File: src/rtl/config_seq_pkg.sv
// Shared definitions for the camera-configuration table walker: opcodes,
// entry field positions (also used by the config-memory loader) and the FSM states.
package config_seq_pkg;

  localparam logic [7:0] OP_WRITE = 8'h00;
  localparam logic [7:0] OP_DELAY = 8'h01;
  localparam logic [7:0] OP_END   = 8'hFF;

  localparam int ENTRY_W = 24;
  localparam int OP_MSB  = 23;
  localparam int OP_LSB  = 16;
  localparam int REG_MSB = 15;
  localparam int REG_LSB = 8;
  localparam int VAL_MSB = 7;
  localparam int VAL_LSB = 0;

  typedef enum logic [2:0] {
    ST_IDLE  = 3'd0,
    ST_FETCH = 3'd1,
    ST_ISSUE = 3'd2,
    ST_DELAY = 3'd3,
    ST_DONE  = 3'd4
  } state_t;

  function automatic logic [7:0] entry_op(input logic [ENTRY_W-1:0] e);
    return e[OP_MSB:OP_LSB];
  endfunction

  function automatic logic [7:0] entry_reg(input logic [ENTRY_W-1:0] e);
    return e[REG_MSB:REG_LSB];
  endfunction

  function automatic logic [7:0] entry_val(input logic [ENTRY_W-1:0] e);
    return e[VAL_MSB:VAL_LSB];
  endfunction

endpackage

File: src/rtl/config_sequencer_ms_delay_timer.sv
// Millisecond delay timer: load with a millisecond count, then count down one
// tick per clock; expire is high on the final cycle of the delay.
module ms_delay_timer #(
  parameter int TICKS_PER_MS = 25000
) (
  input  logic       clk,
  input  logic       rst,
  input  logic       load,
  input  logic [7:0] ms,
  output logic       expire
);

  localparam int CW = $clog2(255 * TICKS_PER_MS);

  logic [CW-1:0] cnt;
  logic          running;
  logic [CW-1:0] load_val;

  // N ms lasts N*TICKS_PER_MS cycles, counted N*TICKS_PER_MS-1 down to 0.
  // The caller never loads ms=0.
  assign load_val = CW'(ms) * CW'(TICKS_PER_MS) - CW'(1);
  assign expire   = running && (cnt == '0);

  // Counter register: load, count down while running, stop at zero.
  always_ff @(posedge clk) begin
    if (rst) begin
      cnt     <= '0;
      running <= 1'b0;
    end else if (load) begin
      cnt     <= load_val;
      running <= 1'b1;
    end else if (running) begin
      if (cnt == '0) running <= 1'b0;
      else           cnt     <= cnt - CW'(1);
    end
  end

endmodule

File: src/rtl/config_sequencer.sv
// Walks the camera configuration table after start, issuing register writes to
// the SCCB master, honouring delay entries and stopping at END, an illegal
// opcode, a NACK or the last table address.
//
// SCCB handshake: sccb_req rises with sccb_reg/sccb_val and all three stay
// stable until the clock edge where sccb_ack=1; sccb_nack is meaningful only
// together with sccb_ack, and ack/nack are ignored outside ISSUE.
module config_sequencer
  import config_seq_pkg::*;
#(
  parameter int ENTRY_COUNT  = 256,
  parameter int TICKS_PER_MS = 25000,
  localparam int AW = $clog2(ENTRY_COUNT)
) (
  input  logic               clk,
  input  logic               rst,
  input  logic               start,
  output logic [AW-1:0]      r_addr,
  input  logic [ENTRY_W-1:0] r_data,
  output logic               sccb_req,
  output logic [7:0]         sccb_reg,
  output logic [7:0]         sccb_val,
  input  logic               sccb_ack,
  input  logic               sccb_nack,
  output logic               busy,
  output logic               done,
  output logic               error,
  output state_t             state_dbg
);

  localparam logic [AW-1:0] LAST_ADDR = AW'(ENTRY_COUNT - 1);

  state_t        state, state_d;
  logic [AW-1:0] r_addr_d;
  logic          sccb_req_d;
  logic [7:0]    sccb_reg_d, sccb_val_d;
  logic          busy_d, done_d, error_d;
  logic          timer_load, timer_expire;
  logic          do_advance, do_finish, finish_err;

  assign state_dbg = state;

  ms_delay_timer #(.TICKS_PER_MS(TICKS_PER_MS)) u_timer (
    .clk    (clk),
    .rst    (rst),
    .load   (timer_load),
    .ms     (entry_val(r_data)),
    .expire (timer_expire)
  );

  // State and registered outputs; reset clears everything, including a pending request.
  always_ff @(posedge clk) begin
    if (rst) begin
      state    <= ST_IDLE;
      r_addr   <= '0;
      sccb_req <= 1'b0;
      sccb_reg <= '0;
      sccb_val <= '0;
      busy     <= 1'b0;
      done     <= 1'b0;
      error    <= 1'b0;
    end else begin
      state    <= state_d;
      r_addr   <= r_addr_d;
      sccb_req <= sccb_req_d;
      sccb_reg <= sccb_reg_d;
      sccb_val <= sccb_val_d;
      busy     <= busy_d;
      done     <= done_d;
      error    <= error_d;
    end
  end

  // Next state and next output values; advance/finish are shared tails.
  always_comb begin
    state_d    = state;
    r_addr_d   = r_addr;
    sccb_req_d = sccb_req;
    sccb_reg_d = sccb_reg;
    sccb_val_d = sccb_val;
    busy_d     = busy;
    done_d     = done;
    error_d    = error;
    timer_load = 1'b0;
    do_advance = 1'b0;
    do_finish  = 1'b0;
    finish_err = 1'b0;

    case (state)
      ST_IDLE, ST_DONE: begin
        if (start) begin
          r_addr_d = '0;
          busy_d   = 1'b1;
          done_d   = 1'b0;
          error_d  = 1'b0;
          state_d  = ST_FETCH;
        end
      end
      ST_FETCH: begin
        case (entry_op(r_data))
          OP_WRITE: begin
            sccb_reg_d = entry_reg(r_data);
            sccb_val_d = entry_val(r_data);
            sccb_req_d = 1'b1;
            state_d    = ST_ISSUE;
          end
          OP_DELAY: begin
            if (entry_val(r_data) != 8'd0) begin
              timer_load = 1'b1;
              state_d    = ST_DELAY;
            end else begin
              do_advance = 1'b1;
            end
          end
          OP_END: begin
            do_finish = 1'b1;
          end
          default: begin
            do_finish  = 1'b1;
            finish_err = 1'b1;
          end
        endcase
      end
      ST_ISSUE: begin
        if (sccb_ack) begin
          sccb_req_d = 1'b0;
          if (sccb_nack) begin
            do_finish  = 1'b1;
            finish_err = 1'b1;
          end else begin
            do_advance = 1'b1;
          end
        end
      end
      ST_DELAY: begin
        if (timer_expire) do_advance = 1'b1;
      end
      default: state_d = ST_IDLE;
    endcase

    // A table without a terminator ends cleanly at its last address.
    if (do_advance) begin
      if (r_addr == LAST_ADDR) begin
        do_finish = 1'b1;
      end else begin
        r_addr_d = r_addr + AW'(1);
        state_d  = ST_FETCH;
      end
    end

    if (do_finish) begin
      state_d = ST_DONE;
      busy_d  = 1'b0;
      done_d  = 1'b1;
      error_d = finish_err;
    end
  end

endmodule

File: config.mk
export PLATFORM = sky130hd
export DESIGN_NAME = config_sequencer
export DESIGN_NICKNAME = d
export VERILOG_FILES = /design/src/rtl/config_seq_pkg.sv /design/src/rtl/config_sequencer_ms_delay_timer.sv /design/src/rtl/config_sequencer.sv
export SDC_FILE = /design/constraint.sdc
export NUM_CORES = 1
export LEC_CHECK = 0
export CELL_PAD_IN_SITES_DETAIL_PLACEMENT = 0
export CELL_PAD_IN_SITES_GLOBAL_PLACEMENT = 2
export CORE_ASPECT_RATIO = 1.75
export CORE_MARGIN = 1.5
export CORE_UTILIZATION = 34
export DETAILED_ROUTE_END_ITERATION = 7
export GPL_TIMING_DRIVEN = 0
export PLACE_DENSITY_LB_ADDON = 0.1
export SLEW_MARGIN = 40
export SYNTH_ARGS = -nofsm -noshare
export SYNTH_HDL_FRONTEND = slang
export SYNTH_SLANG_ARGS = --single-unit
File: constraint.sdc
create_clock -name clk -period 6.11 [get_ports clk]
set_input_delay 0.611 -clock clk [delete_from_list [all_inputs] [get_ports clk]]
set_output_delay 0.611 -clock clk [all_outputs]
set_load 0.02 [all_outputs]
==> reports/qor.csv, run 1 <==
stage,metric,value,unit
global_route,GRT overflow,0,
placement,Post-DP HPWL,11.2,mm
route,Avg WL per Cell,16.5,um
floorplanning,Die H,158,um
global_route,largest net degree at the start of global routing,16,
floorplanning,CORE AREA,0.0135,sq mm
cells_and_area,nets,737,
timing,Worst Max-Slew Pin Slew,0.669,ns
cells_and_area,Largest register FFs,23,
critical_path,R2R depth,8,
job,MaxCap Viol Count,0,
placement,count of input and output buffers,59,
route,vias per std cell,5.29,
cells_and_area,diodes inserted,0,
min_path,Hold Path Origin,sccb_val[3],
timing,RSZ-0062 raised after global routing,false,
cts,PostCTS Resize Cnt,0,
synth,"EDFF count, synth",0,
cells_and_area,Multi-input gate area,0.00342,sq mm
pwr,register share of total power,27.1,%
timing,setup TNS,0,ns
timing,Hold Fails Final Rpt,0,
cts,CTS H-tree lvls,2,
global_route,vias in the first global route,4414,
pwr,Leak,2.27,nW
pwr,PwrDens,239,mW/mm^2
critical_path,worst reg2reg endpoint,r_addr[5],
synth,post-synthesis mux area share,0.428,%
critical_path,Worst Path Max Fanout,8,
outcome,outcome,"complete, no violations",
cts,Clock Root Buffer,clkbuf_16,
pwr,maximum vdd drop,128,uV
synth,Syn Nets,671,
placement,post-place setup slack,0.270,ns
route,Post-route DRC,0,
timing,"Slew Viols, Final",0,
min_path,Hold Crit Depth,2,
cells_and_area,post-route core utilization,41.8,%
cells_and_area,most frequent cells in the layout,"nand2_1 (68), ha_1 (59), clkdlybuf4s50_1 (59)",
cells_and_area,"most common cell after layout, fill and taps aside",nand2_1,
synth,Post-Synth XOR/XNOR Area,7.87,%
cts,clock tree from TritonCTS,built,
floorplanning,Die X,91.7,um
pwr,Clock Power Share,20.9,%
floorplanning,Top Ports,60,
synth,"FF+latch count, synth",55,
timing,maximum clock rate,0.183,GHz
critical_path,CP Class,primary input to flop,
cells_and_area,number of filler cells placed in the layout,1437,
critical_path,r2r setup slk,3.37,ns
cts,clock slew at reported path FFs,0.07,ns
timing,Final Cycle Share,89.4,%
pwr,switching share of power,41.1,%
pwr,Pint,0.793,mW
cts,hold-fix buffers at CTS,0,
synth,adder-cell share of the synthesized area,20.9,%
synth,Yosys cell types,64,
cts,Post-CTS Setup Bufs,0,
synth,Synth Area per Inst,8.19,sq um
timing,Max-Slew Margin vs Limit,55.1,%
timing,hold_ws,0.455,ns
route,DRT Pass-1 Iters,4,
route,Final ANT Viol Nets,0,
floorplanning,Starting Density,34.8,%
global_route,first-pass GRT wire length,22.0,mm
critical_path,"Arr. time, crit path",5.62,ns
global_route,initial antenna violation count,0,
critical_path,Worst EP required,6.26,ns
timing,Final setup viols,0,
timing,Final Skew,0.00494,ns
synth,"Cell Area, Synth",0.00468,sq mm
cts,Num CTS Buffers,5,
route,total number of vias,4292,
route,1st-iter DRT viols,118,
timing,Final Worst Setup Slack,0.647,ns
pwr,Net Switching,0.553,mW
synth,Post-synth ARST share,0,%
timing,Tmin final,5.46,ns
cells_and_area,layout cells sized above 1,3.92,%
global_route,total track usage,19.3,%
cts,Clock Latency Late Sink,0.29,ns
critical_path,critical path capture point type,flop,
critical_path,Critical Path Start Type,primary input,
cts,clock buffer depth,2,
floorplanning,die footprint,0.0145,sq mm
synth,Synth Flop Type,dfxtp_1,
cells_and_area,Sequential Area,0.00110,sq mm
synth,Synth Area in Simple Gates,25.8,%
synth,top cell type by total area after synthesis,dfxtp_1,
placement,Routability Congestion,0.833,
synth,Compound-Gate Fraction of Synth Area,18.2,%
route,Detailed Route WL,13.4,mm
min_path,min-delay worst type,flop to flop,
synth,"Seq/Total Area, Yosys",23.5,%
synth,main combinational cell family by area after synthesis,simple AND/OR/NAND/NOR gates,
synth,"top cells by area, synth","dfxtp_1 (24%), ha_1 (16%), nand2_1 (5.5%)",
cells_and_area,Area Growth Syn to Fin,20.2,%
min_path,Hold Path Sink,sccb_val[3],
critical_path,Reg-to-Reg Start,u_timer.cnt[8],
cts,clock sink total,55,
synth,Yosys warning count,0,
synth,post-synthesis cell count,571,
floorplanning,Rows,56,
pwr,Comb pwr share,52.0,%
cells_and_area,register name with the most flops,u_timer.cnt,
synth,area share of the largest cell type after synthesis,23.5,%
## power by group through the flow
stage	clock network (mW)	logic [mW]	registers, mW
final	0.281	0.700	0.365
after global routing	0.305	0.787	0.366
after CTS	0.294	0.712	0.365
after detailed placement	0	0.708	0.373
after global placement	0	0.704	0.373
after floorplan	0	0.517	0.376
## worst max-delay path by stage
stage               startpoint         endpoint  cells past startpoint
floorplan            r_data[3]  u_timer.cnt[21]                     13
global placement     r_data[2]  u_timer.cnt[20]                     17
detailed placement   r_data[2]  u_timer.cnt[20]                     17
CTS                  r_data[2]  u_timer.cnt[20]                     17
global route         r_data[2]  u_timer.cnt[22]                     17
finish               r_data[2]  u_timer.cnt[20]                     17
## worst max-delay path: stages
cell and delay, ns:
clkdlybuf4s50_1 0.56, ha_1 0.40, ha_1 0.29, inv_1 0.05
fa_1 0.49, inv_1 0.05, fa_1 0.48, ha_1 0.30
clkbuf_1 0.19, a21o_1 0.27, a221oi_2 0.39, a21oi_1 0.15
xnor2_1 0.46, nand4_1 0.30, o21a_1 0.26, nor3_1 0.26
a211oi_1 0.09
## final cells by class
cell class,instances,area share [%]
multi-input cells,475,60.9
plain buffers,18,1.20
repair buffers,59,10.5
clock buffers,7,2.36
inverters,23,1.54
flip-flops and latches,55,19.6
well taps,174,3.87
clock inverters,1,0.0890
## metrics by stage
stage / power [mW] / cell area (sq um) / cells
floorplan: 0.893 / 4680 / 571
global placement: 1.08 / 5490 / 804
detailed placement: 1.08 / 5490 / 804
CTS: 1.37 / 5620 / 812
global route: 1.46 / 5620 / 812
finish: 1.35 / 5620 / 812
## synthesized netlist by cell type, types with 5 or more instances
library cell / count
a211oi_1: 15
a21o_1: 5
a21oi_1: 47
and2_1: 6
and3_1: 13
clkbuf_1: 18
dfxtp_1: 55
fa_1: 12
ha_1: 59
inv_1: 23
nand2_1: 68
nand2b_1: 13
nand3_1: 13
nand4_1: 8
nor2_1: 54
nor3_1: 13
nor4_1: 7
o21ai_0: 18
or2_2: 5
xnor2_1: 24
xor2_1: 18
## kinds of logic after synthesis
kind of cell    Yosys count
flops                    55
mux                       2
buf+inv                  41
simple gates            232
xor+xnor                 42
compound gates          128
fa+ha+maj                71
## layer usage
layer	track usage, %	up-vias	part of all wire (%)	wire, um
met1	18.6	2039	36	4870
li1	-	2177	-	-
met4	8.48	0	3.4	457
met3	1.54	23	1.8	238
met2	40.3	53	58	7820
met5	0	-	0	0
(Power assumes the default switching activity.)
==> run 2, diff against run 1 <==
Settings changed: CELL_PAD_IN_SITES_DETAIL_PLACEMENT 0 to 1.
==> reports/qor.csv, run 2 (synthesized netlist as in run 1, its figures left out) <==
stage,metric,value,unit,change
cells_and_area,number of filler cells placed in the layout,1639,,+14%
floorplanning,Rows,56,,unchanged
timing,"Slew Viols, Final",0,,unchanged
critical_path,crit-path cells,"clkdlybuf4s50_1, ha_1, ha_1, inv_1, fa_1, inv_1, fa_1, ha_1, clkbuf_1, a21o_1, a221oi_2, a21oi_1, xnor2_1, nand4_1, o21a_1, nor3_1, a211oi_1",,
floorplanning,Die H,158,um,unchanged
cts,clock slew at reported path FFs,0.07,ns,about the same
cells_and_area,diodes inserted,0,,unchanged
min_path,Hold Path Sink,sccb_val[1],,
global_route,GRT overflow,0,,unchanged
timing,maximum clock rate,0.181,GHz,-1.0%
route,1st-iter DRT viols,93,,-21%
route,Avg WL per Cell,17.5,um,+6.2%
min_path,min-delay worst type,flop to flop,,
placement,Post-DP HPWL,11.9,mm,+6.4%
floorplanning,Die X,91.7,um,unchanged
critical_path,worst reg2reg endpoint,r_addr[5],,
timing,Tmin final,5.52,ns,+0.0551 ns
critical_path,CP max-delay cell,clkdlybuf4s50_1,,
pwr,maximum vdd drop,131,uV,+2.2%
pwr,Leak,2.28,nW,+0.40%
timing,RSZ-0062 raised after global routing,false,,
timing,Max-Slew Margin vs Limit,52.7,%,-2.4 points
timing,Final Cycle Share,90.3,%,+0.90 points
cells_and_area,"most common cell after layout, fill and taps aside",nand2_1,,
floorplanning,die footprint,0.0145,sq mm,unchanged
critical_path,R2R depth,9,,+1
min_path,Hold Crit Depth,2,,unchanged
timing,Hold Fails Final Rpt,0,,unchanged
pwr,PwrDens,248,mW/mm^2,+3.5%
job,MaxCap Viol Count,0,,unchanged
min_path,Hold Path Origin,sccb_val[1],,
critical_path,r2r setup slk,3.37,ns,about the same
global_route,total track usage,20.1,%,+0.80 points
critical_path,CP max stage delay,0.57,ns,about the same
cts,Clock Root Buffer,clkbuf_16,,
critical_path,Worst EP required,6.26,ns,about the same
cts,hold-fix buffers at CTS,0,,unchanged
critical_path,Worst Path Max Fanout,8,,unchanged
floorplanning,Top Ports,60,,unchanged
cells_and_area,Area Growth Syn to Fin,20.7,%,
route,DRT Pass-1 Iters,4,,unchanged
cts,clock sink total,55,,unchanged
cts,Post-CTS Setup Bufs,0,,unchanged
global_route,largest net degree at the start of global routing,16,,unchanged
critical_path,crit-path most repeated cell,ha_1,,
cts,Clock Latency Late Sink,0.29,ns,about the same
critical_path,critical path capture point type,flop,,
route,total number of vias,4398,,+2.5%
global_route,vias in the first global route,4624,,+4.8%
cts,PostCTS Resize Cnt,0,,unchanged
cells_and_area,nets,737,,unchanged
cells_and_area,layout cells sized above 1,3.92,%,+0.0062 points
route,Detailed Route WL,14.2,mm,+6.1%
critical_path,Reg-to-Reg Start,u_timer.cnt[8],,
route,vias per std cell,5.42,,+2.6%
cells_and_area,register name with the most flops,u_timer.cnt,,
cts,clock buffer depth,2,,unchanged
timing,Final Skew,0.00445,ns,-0.000495 ns
route,Post-route DRC,0,,unchanged
cells_and_area,most frequent cells in the layout,"nand2_1 (68), ha_1 (59), clkdlybuf4s50_1 (59)",,
outcome,outcome,"complete, no violations",,
critical_path,"Arr. time, crit path",5.67,ns,+0.05 ns
cts,CTS H-tree lvls,2,,unchanged
critical_path,Critical Path Start Type,primary input,,
pwr,total power,1.40,mW,+3.9%
floorplanning,CORE AREA,0.0135,sq mm,unchanged
timing,Worst Max-Slew Pin Slew,0.705,ns,+0.0355 ns
timing,setup TNS,0,ns,unchanged
placement,count of input and output buffers,59,,unchanged
global_route,first-pass GRT wire length,22.9,mm,+3.8%
floorplanning,Starting Density,34.8,%,unchanged
route,Final ANT Viol Nets,0,,unchanged
timing,Final setup viols,0,,unchanged
critical_path,CP Class,primary input to flop,,
placement,Routability Congestion,0.833,,unchanged
cells_and_area,Largest register FFs,23,,unchanged
global_route,initial antenna violation count,0,,unchanged
cts,Num CTS Buffers,5,,unchanged
cts,clock tree from TritonCTS,built,,
==> run 2: stage by stage <==
stage                     util, %  cell area, sq um  setup WS (ns)  hold slack [ns]  cells
after global placement       40.8              5490          0.300            0.443    804
final                        42.0              5640          0.592            0.459    811
after CTS                    42.0              5640          0.521            0.460    811
after global routing         42.0              5640          0.306            0.478    811
after floorplan                 -              4680           1.54            0.463    571
after detailed placement     40.8              5490          0.219            0.446    804
==> run 2: power breakdown <==
part           switching (mW)  total (mW)  internal, mW
logic                   0.429       0.710         0.281
clock network           0.132       0.323         0.192
registers             0.00350       0.365         0.361
total                   0.565        1.40         0.834
==> run 2: metal layers <==
layer | part of all wire, % | GRT usage, % | up-vias
li1 | - | - | 2185
met1 | 36 | 19.1 | 2138
met2 | 60 | 42.9 | 52
met3 | 1.3 | 1.34 | 23
met4 | 3.0 | 7.96 | 0
met5 | 0 | 0 | -
==> run 2: final cells by class <==
type                    count  area [sq um]  area share [%]
plain buffers              18          67.6            1.20
clock buffers               6           129            2.28
clock inverters             1          30.0           0.532
inverters                  23          86.3            1.53
multi-input cells         475          3420            60.6
flip-flops and latches     55          1100            19.5
well taps                 174           218            3.86
repair buffers             59           591            10.5
==> run 2: worst max-delay path, delay by kind of cell <==
| family | cells | cell delay [ns] |
|---|---|---|
| AND/OR/NAND/NOR | 2 | 0.55 |
| buffers and inverters | 4 | 0.87 |
| XOR/XNOR | 1 | 0.47 |
| adder cells (fa/ha/maj) | 5 | 1.98 |
| AO/OA/AOI/OAI | 5 | 1.19 |
==> run 2: worst max path at each step <==
stage               from         endpoint  depth (start not counted)
2_1_floorplan  r_data[3]  u_timer.cnt[21]                         13
3_3_place_gp   r_data[2]  u_timer.cnt[20]                         17
3_5_place_dp   r_data[2]  u_timer.cnt[20]                         17
4_1_cts        r_data[2]  u_timer.cnt[20]                         17
5_1_grt        r_data[2]  u_timer.cnt[20]                         17
6_report       r_data[2]  u_timer.cnt[20]                         17
==> run 3, diff against run 2 <==
Settings changed: CORE_MARGIN 1.5 to 3, CORE_UTILIZATION 34 to 35, SYNTH_HIERARCHICAL from default to 1.
==> reports/qor.csv, run 3 <==
stage,metric,value,unit,change
outcome,outcome,"complete, no violations",,
cts,Num CTS Buffers,5,,unchanged
cells_and_area,"most common cell after layout, fill and taps aside",nor2_1,,
synth,"Seq/Total Area, Yosys",23.5,%,-0.088 points
global_route,initial antenna violation count,0,,unchanged
critical_path,CP max stage delay,0.58,ns,about the same
cts,CTS H-tree lvls,2,,unchanged
pwr,PwrDens,229,mW/mm^2,-7.5%
timing,Final Worst Setup Slack,0.615,ns,+0.0226 ns
timing,maximum clock rate,0.182,GHz,+0.41%
placement,Routability Congestion,0.812,,-2.5%
cts,clock tree from TritonCTS,built,,
route,Post-route DRC,0,,unchanged
floorplanning,die footprint,0.0149,sq mm,+2.7%
route,Avg WL per Cell,18.3,um,+4.6%
job,MaxCap Viol Count,0,,unchanged
critical_path,CP max-delay cell,clkdlybuf4s50_1,,
floorplanning,Die H,159,um,+0.66%
timing,RSZ-0062 raised after global routing,false,,
synth,top cell type by total area after synthesis,dfxtp_1,,
route,total number of vias,4146,,-5.7%
synth,Yosys warning count,6,,+6
critical_path,Worst Path Max Fanout,6,,-2
route,Final ANT Viol Nets,0,,unchanged
timing,Final Cycle Share,89.9,%,-0.37 points
cells_and_area,Area Growth Syn to Fin,20.5,%,
route,vias per std cell,5.42,,about the same
critical_path,crit-path cells,"clkdlybuf4s50_1, ha_1, ha_1, inv_1, fa_1, inv_1, fa_1, ha_1, a21oi_1, a2111oi_0, nor4_1, o21ai_0, xor2_1, a221oi_2, nand2_1, a311oi_1",,
pwr,Clock Power Share,22.6,%,-0.5 points
synth,most frequent cell after synthesis,nor2_1,,
synth,Syn Nets,624,,-7.0%
synth,area share of the largest cell type after synthesis,23.5,%,-0.088 points
synth,Synth Area per Inst,8.91,sq um,+8.8%
placement,Post-DP HPWL,11.8,mm,-0.57%
global_route,first-pass GRT wire length,23.1,mm,+1.2%
synth,"FF+latch count, synth",55,,unchanged
cells_and_area,number of filler cells placed in the layout,1541,,-6.0%
pwr,maximum vdd drop,126,uV,-3.8%
pwr,switching share of power,40.8,%,+0.39 points
floorplanning,Starting Density,36.1,%,+1.3 points
global_route,largest net degree at the start of global routing,19,,+3
timing,Tmin final,5.50,ns,-0.0226 ns
cts,hold-fix buffers at CTS,0,,unchanged
cts,clock sink total,55,,unchanged
global_route,total track usage,19.4,%,-0.67 points
timing,setup TNS,0,ns,unchanged
placement,Post-Place Cells,757,,-5.8%
cells_and_area,"Cell Count, Final, Fillers Out",765,,-5.7%
synth,"Cell Area, Synth",0.00469,sq mm,+0.37%
critical_path,CP Class,primary input to flop,,
critical_path,worst path bufs/invs,3,,-1
cells_and_area,nets,690,,-6.4%
floorplanning,Rows,55,,-1.8%
cts,Clock Root Buffer,clkbuf_16,,
route,1st-iter DRT viols,116,,+25%
cts,clock slew at reported path FFs,0.07,ns,about the same
cells_and_area,register name with the most flops,u_timer/cnt,,
cts,Clock Latency Late Sink,0.29,ns,about the same
critical_path,critical path capture point type,flop,,
critical_path,crit-path most repeated cell,ha_1,,
cts,PostCTS Resize Cnt,0,,unchanged
synth,Post-synth ARST share,0,%,unchanged
critical_path,"Arr. time, crit path",5.69,ns,+0.02 ns
critical_path,Worst EP required,6.30,ns,+0.04 ns
pwr,Pint,0.769,mW,-7.8%
global_route,vias in the first global route,4509,,-2.5%
timing,Max-Slew Margin vs Limit,58.4,%,+5.7 points
floorplanning,Top Ports,60,,unchanged
pwr,register share of total power,28.2,%,+2.1 points
cells_and_area,Largest register FFs,23,,unchanged
cells_and_area,layout cells sized above 1,7.41,%,+3.5 points
global_route,GRT overflow,0,,unchanged
critical_path,Critical Path Start Type,primary input,,
floorplanning,Die X,93.5,um,+2.1%
timing,Worst Max-Slew Pin Slew,0.618,ns,-0.0863 ns
synth,Yosys cell types,76,,+19%
cts,Post-CTS Setup Bufs,0,,unchanged
placement,post-place setup slack,0.0227,ns,-0.197 ns
cells_and_area,diodes inserted,0,,unchanged
timing,Final setup viols,0,,unchanged
placement,count of input and output buffers,59,,unchanged
cts,clock buffer depth,2,,unchanged
pwr,total power,1.30,mW,-7.2%
synth,"top cells by area, synth","dfxtp_1 (23%), ha_1 (15%), fa_1 (5.1%)",,
timing,Final Skew,0.00464,ns,+0.000196 ns
timing,"Slew Viols, Final",0,,unchanged
synth,Synth Flop Type,dfxtp_1,,
synth,synth cell count leaders,"nor2_1 (63), ha_1 (56), dfxtp_1 (55)",,
cells_and_area,most frequent cells in the layout,"nor2_1 (63), clkdlybuf4s50_1 (59), ha_1 (56)",,
pwr,Leak,2.20,nW,-3.5%
min_path,min-delay worst type,flop to flop,,
placement,"Cell Area, Placed",0.00550,sq mm,+0.25%
route,DRT Pass-1 Iters,8,,+4
pwr,Net Switching,0.529,mW,-6.3%
cells_and_area,post-route cell area,0.00566,sq mm,+0.27%
timing,Hold Fails Final Rpt,0,,unchanged
critical_path,CP top delay family,adder cells,,
pwr,Comb pwr share,49.2,%,-1.6 points
floorplanning,CORE AREA,0.0130,sq mm,-3.3%
route,Detailed Route WL,14.0,mm,-1.3%
synth,"EDFF count, synth",0,,unchanged
synth,post-synthesis cell count,527,,-7.7%
run 3: changes by cell type in the layout (fill, tap and decap cells not counted), moves of 5 or more:
cell      delta
nand2_1     -44
a21oi_1     -27
mux2i_1     +15
nand2b_1    -11
nor2_1       +9
clkbuf_1     -8
and3_1       -7
a311oi_1     +6
a21o_1       +5
inv_1        +5
run 3: layout make-up:
cell class	instances	area [sq um]	area share, %
timing repair buffer	59	591	10.4
buffer	17	87.6	1.55
tap	171	214	3.78
sequential	55	1100	19.5
clock buffer	5	125	2.21
multi-input combinational	426	3410	60.2
inverter	29	109	1.92
clock inverter	3	22.5	0.398
run 3: kinds of logic after synthesis:
family | after synthesis | share of synthesized area (%)
simple gates | 179 | 21.4
compound gates | 121 | 19.6
fa+ha+maj | 68 | 20.0
flops | 55 | 23.5
buf+inv | 46 | 4.18
xor+xnor | 41 | 7.65
mux | 17 | 3.62
run 3: layer usage:
| layer | vias up | GRT usage [%] | share of wire (%) |
|---|---|---|---|
| met5 | - | 0 | 0 |
| met4 | 0 | 5.06 | 1.8 |
| met3 | 13 | 1.70 | 1.7 |
| met2 | 42 | 41.2 | 61 |
| met1 | 2023 | 18.9 | 36 |
| li1 | 2068 | - | - |
run 3: through the flow:
stage	hold WS, ns	util [%]
2_1_floorplan	0.485	-
3_3_place_gp	0.443	42.3
3_5_place_dp	0.464	42.3
4_1_cts	0.476	43.4
5_1_grt	0.495	43.5
6_report	0.467	43.5
run 3: worst paths after layout:
path / startpoint / end / slack (ns) / cells past startpoint
worst max-delay path: r_data[2] / u_timer/cnt[20] / 0.61 / 16
worst min-delay path: done / done / 0.47 / 2
worst max register to register: u_timer/cnt[15] / u_timer/cnt[13] / 3.24 / 8
worst min register to register: done / done / 0.47 / 2
run 3: power by group through the flow:
stage               combinational, mW  sequential, mW  clock (mW)
finish                          0.639           0.366       0.293
CTS                             0.644           0.366       0.301
detailed placement              0.641           0.374           0
global route                    0.720           0.366       0.318
floorplan                       0.456           0.377           0
global placement                0.625           0.374           0
run 3: worst register-to-register path: stages, from the launching register on:
cell	delay, ns
dfxtp_1	0.39
or4_4	0.61
nor4b_1	0.51
a41oi_1	0.38
and3_1	0.36
nand2_1	0.11
xnor2_1	0.12
nor2_1	0.06
a311oi_1	0.25
